==> src/rtl/reg_file_inc.sv <==
// Shared types and constants for the RV32 integer register file and its users.
package reg_file_inc;

  localparam int XLEN     = 32;
  localparam int NUM_REGS = 32;

  typedef logic [4:0] reg_idx_t;

  localparam reg_idx_t REGISTER_X0 = 5'd0;

  typedef struct packed {
    reg_idx_t rs1;
    reg_idx_t rs2;
    reg_idx_t rd;
  } reg_file_read_params_t;

  typedef struct packed {
    logic            valid;
    reg_idx_t        rd;
    logic [XLEN-1:0] data;
  } reg_file_wb_pkt_t;

endpackage

==> src/rtl/reg_scoreboard.sv <==
// Per-register busy scoreboard: one outstanding writer per register, with
// hazard detection that treats a same-cycle writeback as already resolved.
module reg_scoreboard
  import reg_file_inc::*;
#(
  parameter int NUM_REGS = reg_file_inc::NUM_REGS
) (
  input  logic                clk,
  input  logic                rst_n,
  input  reg_idx_t            rs1,
  input  reg_idx_t            rs2,
  input  reg_idx_t            rd,
  input  logic                query_rd,
  input  logic                set_en,
  input  logic                clr_en,
  input  reg_idx_t            clr_idx,
  input  logic                flush,
  output logic                hazard,
  output logic [NUM_REGS-1:0] busy_mask
);

  logic [NUM_REGS-1:0] busy_q;
  logic [NUM_REGS-1:0] busy_d;

  function automatic logic wb_hit(input logic en, input reg_idx_t wb_idx,
                                  input reg_idx_t idx);
    return en && (wb_idx == idx) && (idx != REGISTER_X0);
  endfunction

  always_comb begin
    hazard = 1'b0;
    if (busy_q[rs1] && !wb_hit(clr_en, clr_idx, rs1)) hazard = 1'b1;
    if (busy_q[rs2] && !wb_hit(clr_en, clr_idx, rs2)) hazard = 1'b1;
    if (query_rd && busy_q[rd] && !wb_hit(clr_en, clr_idx, rd)) hazard = 1'b1;
  end

  // Priority: flush > set > clear, so a new writer outlives a same-cycle writeback.
  always_comb begin
    busy_d = busy_q;
    if (clr_en && (clr_idx != REGISTER_X0)) busy_d[clr_idx] = 1'b0;
    if (set_en && (rd != REGISTER_X0))      busy_d[rd]      = 1'b1;
    if (flush)                              busy_d          = '0;
    busy_d[0] = 1'b0;
  end

  always_ff @(posedge clk) begin
    if (!rst_n) busy_q <= '0;
    else        busy_q <= busy_d;
  end

  assign busy_mask = busy_q;

endmodule

==> src/rtl/reg_file_rw.sv <==
// RV32 architectural register file: registered operand reads with writeback
// bypass, busy-scoreboard stalling, and pipeline flush.
module reg_file_rw
  import reg_file_inc::*;
#(
  parameter int XLEN     = reg_file_inc::XLEN,
  parameter int NUM_REGS = reg_file_inc::NUM_REGS
) (
  input  logic                  clk,
  input  logic                  rst_n,
  input  logic                  req_valid,
  output logic                  req_ready,
  input  reg_file_read_params_t req_params,
  input  logic                  req_writes_rd,
  output logic                  rsp_valid,
  input  logic                  rsp_ready,
  output logic [XLEN-1:0]       rsp_rs1_data,
  output logic [XLEN-1:0]       rsp_rs2_data,
  output reg_idx_t              rsp_rd,
  input  logic                  wb_valid,
  input  reg_idx_t              wb_rd,
  input  logic [XLEN-1:0]       wb_data,
  input  logic                  flush,
  output logic [NUM_REGS-1:0]   busy_mask
);

  logic [XLEN-1:0] regs [NUM_REGS];

  logic            hazard;
  logic            accept_p0;
  logic            wb_we;
  logic [XLEN-1:0] rs1_op_p0;
  logic [XLEN-1:0] rs2_op_p0;

  logic            vld_p1;
  logic [XLEN-1:0] rs1_data_p1;
  logic [XLEN-1:0] rs2_data_p1;
  reg_idx_t        rd_p1;

  assign wb_we     = wb_valid && (wb_rd != REGISTER_X0);
  assign req_ready = (!vld_p1 || rsp_ready) && !hazard && !flush;
  assign accept_p0 = req_valid && req_ready;

  reg_scoreboard #(.NUM_REGS(NUM_REGS)) u_scoreboard (
    .clk       (clk),
    .rst_n     (rst_n),
    .rs1       (req_params.rs1),
    .rs2       (req_params.rs2),
    .rd        (req_params.rd),
    .query_rd  (req_writes_rd),
    .set_en    (accept_p0 && req_writes_rd),
    .clr_en    (wb_valid),
    .clr_idx   (wb_rd),
    .flush     (flush),
    .hazard    (hazard),
    .busy_mask (busy_mask)
  );

  // Operand select: x0 forces zero, otherwise a same-cycle writeback beats the array.
  always_comb begin
    rs1_op_p0 = regs[req_params.rs1];
    if (wb_we && (wb_rd == req_params.rs1)) rs1_op_p0 = wb_data;
    if (req_params.rs1 == REGISTER_X0)      rs1_op_p0 = '0;
    rs2_op_p0 = regs[req_params.rs2];
    if (wb_we && (wb_rd == req_params.rs2)) rs2_op_p0 = wb_data;
    if (req_params.rs2 == REGISTER_X0)      rs2_op_p0 = '0;
  end

  always_ff @(posedge clk) begin
    if (!rst_n) begin
      for (int i = 0; i < NUM_REGS; i++) regs[i] <= '0;
    end else if (wb_we) begin
      regs[wb_rd] <= wb_data;
    end
  end

  // Stage p0 -> p1: response register, held while the consumer stalls.
  always_ff @(posedge clk) begin
    if (!rst_n) begin
      vld_p1      <= 1'b0;
      rs1_data_p1 <= '0;
      rs2_data_p1 <= '0;
      rd_p1       <= REGISTER_X0;
    end else if (flush) begin
      vld_p1 <= 1'b0;
    end else if (accept_p0) begin
      vld_p1      <= 1'b1;
      rs1_data_p1 <= rs1_op_p0;
      rs2_data_p1 <= rs2_op_p0;
      rd_p1       <= req_params.rd;
    end else if (rsp_ready) begin
      vld_p1 <= 1'b0;
    end
  end

  assign rsp_valid    = vld_p1;
  assign rsp_rs1_data = rs1_data_p1;
  assign rsp_rs2_data = rs2_data_p1;
  assign rsp_rd       = rd_p1;

endmodule

==> config.mk <==
export PLATFORM = sky130hd
export DESIGN_NAME = reg_file_rw
export DESIGN_NICKNAME = d
export VERILOG_FILES = /design/src/rtl/reg_file_inc.sv /design/src/rtl/reg_scoreboard.sv /design/src/rtl/reg_file_rw.sv
export SDC_FILE = /design/constraint.sdc
export NUM_CORES = 2
export LEC_CHECK = 0
export ABC_AREA = 1
export BUFFER_PORTS_ARGS = -buffer_cell sky130_fd_sc_hd__buf_4
export CAP_MARGIN = 20
export CELL_PAD_IN_SITES_DETAIL_PLACEMENT = 0
export CELL_PAD_IN_SITES_GLOBAL_PLACEMENT = 1
export CORE_UTILIZATION = 49
export DETAILED_ROUTE_END_ITERATION = 6
export PLACE_DENSITY = 0.91
export SKIP_LAST_GASP = 1
export SLEW_MARGIN = 20
export SYNTH_ARGS = -nofsm -noshare
export SYNTH_HDL_FRONTEND = slang
export SYNTH_SLANG_ARGS = --single-unit
==> constraint.sdc <==
create_clock -name clk -period 3.2 [get_ports clk]
set_input_delay 0.32 -clock clk [delete_from_list [all_inputs] [get_ports clk]]
set_output_delay 0.32 -clock clk [all_outputs]
set_load 0.05 [all_outputs]
==> results.cfg <==
[cts]
cts_buffers = 116
htree_levels = 3
clk-insertion-delay-late_ps = 770
clock-sinks = 1125
clk_path_buf_depth = 3
cts_resized = 0
cts_tree = done
cts_root_buffer = clkbuf_16
clk_pin_slew_worst_paths_ps = 60

[global_route]
grtUsageTotal = 0.371
grt_overflow = 0
grt_max_degree = 135
first_global_vias = 52800
antenna_found_initial = 3
grt_pass1_wl_um = 344000

[route]
vias_per_cell = 6.44
ant_nets = 0
num_vias = 56500
drc = 0
avgRoutedWirePerCell_um = 27.2
drt-total-wl_um = 238000
first_pass_iters = 7
drtIter0Drc = 9564

[placement]
pre_cts_slack_ps = 491
dpl_cell_area_um2 = 64000
dp_hpwl_um = 141000
place_congestion = 0.995
numPortBuffers = 160
dp.cells = 8548

[logic_synthesis]
synth_top_cell_area_share = 0.507
yosys_warnings = 0
synth_area_leaders = edfxtp_1, nor2_1, nand3_1
synthCells = 7178
synthesis.area_um2 = 60700
yosysTopAreaCell = edfxtp_1
syn_avg_cell_area_um2 = 8.46
synth-seq-cells = 1125
yosysUniqueCellTypes = 32
ys_seq_area_frac = 0.540

[finish]
drive_gt1_frac = 0.0917
diodes = 0
nets = 7112
multi_input_comb_area_um2 = 23100
fill_cells = 10800
syn2layout_area_growth_pct = 11.8
regArea_um2 = 32800
fin_util = 0.555
design_area_um2 = 67900
fin_cells = 8779

[floorplanning]
dieArea_um2 = 125000
core_area_um2 = 122000
die_w_um = 354
dieHeight_um = 354
start_util = 0.496
io_pins = 162
num_rows = 128

[critical_path]
cp.required_ps = 2880
path_max_fanout = 5
crit_arrival_ps = 2470
critPathLaunchType = flop
cp-end-kind = output pin
setup.worst_path.class = flop to output pin
rrSetupSlack_ps = 770

[power_and_ir_drop]
power_mw = 35.7
vdd_drop_max_mv = 0.519
leakage_nw = 25.9
p_per_area_nw_per_um2 = 525

[timing]
timing.final.setup_violations = 0
hold_viol = 0
relSlewSlack = 0.300
hold_ws_ps = 25.3
worstMarginPinSlew_ps = 1050
fmax_mhz = 358
rsz0062_at_grt = no
finalMaxSlewViolations = 0
setup_ws_ps = 408
finalCritPeriodShare = 0.872
min_period_ps = 2790
fin_tns_setup_ps = 0
skew_ps = 36.2

[min_path]
worstHoldPathType = input port to flop

[job]
maxCapViolations = 0

[status]
status = finished, final reports clean
==> power breakdown <==
part	leakage, nW	switching, mW	internal, mW
registers	10.6	0.344	16.8
logic	13.5	3.60	1.28
clock network	1.83	6.00	7.63
total	25.9	9.94	25.7
==> cells in the mapped netlist <==
cell,n
clkbuf_1,397
nand2_2,1
o211ai_1,443
o21ai_0,574
nand3_1,773
inv_1,526
o2111ai_1,3
a21oi_2,7
inv_4,1
nand4_1,102
inv_2,15
conb_1,1
o221ai_1,29
edfxtp_1,1024
nand2_1,989
or2_2,3
dfxtp_1,101
nor3_2,1
nor2_2,4
a31oi_1,2
buf_2,203
buf_4,15
a21oi_1,584
nor2_1,1221
buf_6,18
a21boi_0,1
buf_1,56
o21ai_1,31
xor2_1,1
nor3_1,34
nand3_2,16
xnor2_1,2
==> cell families after synthesis <==
logic type | count (synthesis) | synth area share
other cells | 1 | 0.0000618
simple gates | 3144 | 0.217
buf+inv | 1231 | 0.0835
compound gates | 1674 | 0.159
xor+xnor | 3 | 0.000433
flops | 1125 | 0.540
==> path summary, 6_finish.rpt <==
check             cells past startpoint                        from               end
setup / recovery                     12  u_scoreboard.busy_mask[18]         req_ready
hold / removal                        5                 wb_data[17]  rsp_rs2_data[17]
setup reg to reg                     15  u_scoreboard.busy_mask[18]  rsp_rs1_data[15]
hold reg to reg                       2             rsp_rs2_data[4]   rsp_rs2_data[4]
==> area by class of cell <==
type | count | area share
inverters | 542 | 0.0303
flip-flops and latches | 1125 | 0.483
repair buffers | 414 | 0.0612
multi-input cells | 4854 | 0.340
well taps | 1625 | 0.0300
clock inverters | 58 | 0.00817
clock buffers | 161 | 0.0471
==> state kept, by name (all words and copies together) (netlist names) <==
| name | flops |
|---|---|
| u_scoreboard.busy_mask | 31 |
| rsp_rs2_data | 32 |
| rsp_rs1_data | 32 |
| rsp_rd | 5 |
| regs | 1024 |
| rsp_valid | 1 |
==> per-layer routing <==
| layer | track usage | vias up | wire length (um) |
|---|---|---|---|
| met5 | 0 | - | 11 |
| met4 | 0.294 | 2 | 22000 |
| met1 | 0.467 | 26500 | 82300 |
| met3 | 0.0847 | 1053 | 31900 |
| met2 | 0.551 | 4527 | 102000 |
| li1 | - | 24500 | - |
==> worst max-delay path, stage by stage, from the launching register on <==
cell and delay [ps]:
dfxtp_1 470, nand2_1 130, nand2_1 50, nand2_1 50, nand2_1 50, nand2_1 50
nand2_1 60, nor2_1 140, nand2_1 110, a21oi_2 180, nand3_2 140, inv_2 90
buf_4 200
==> layout by cell type, fill, tap and decap left out, drive strengths merged <==
cell type	count
dlygate4sd3	12
xor2	1
clkinvlp	2
a31oi	2
nand3	789
o2111ai	3
o21ai	605
o211ai	443
conb	33
inv	545
edfxtp	1024
xnor2	2
nor3	35
or2	3
o221ai	29
buf	402
nor2	1225
bufinv	8
a21oi	591
nand4	102
clkbuf	161
a21boi	1
clkinv	45
dfxtp	101
nand2	990
==> timing repair <==
action | 4_1_cts | 5_1_grt
hold buffers | 12 | 0
setup buffers | 0 | 0
endpoints found under the hold margin | 13 | 0
No activity file was read; power rests on OpenSTA's default activity.
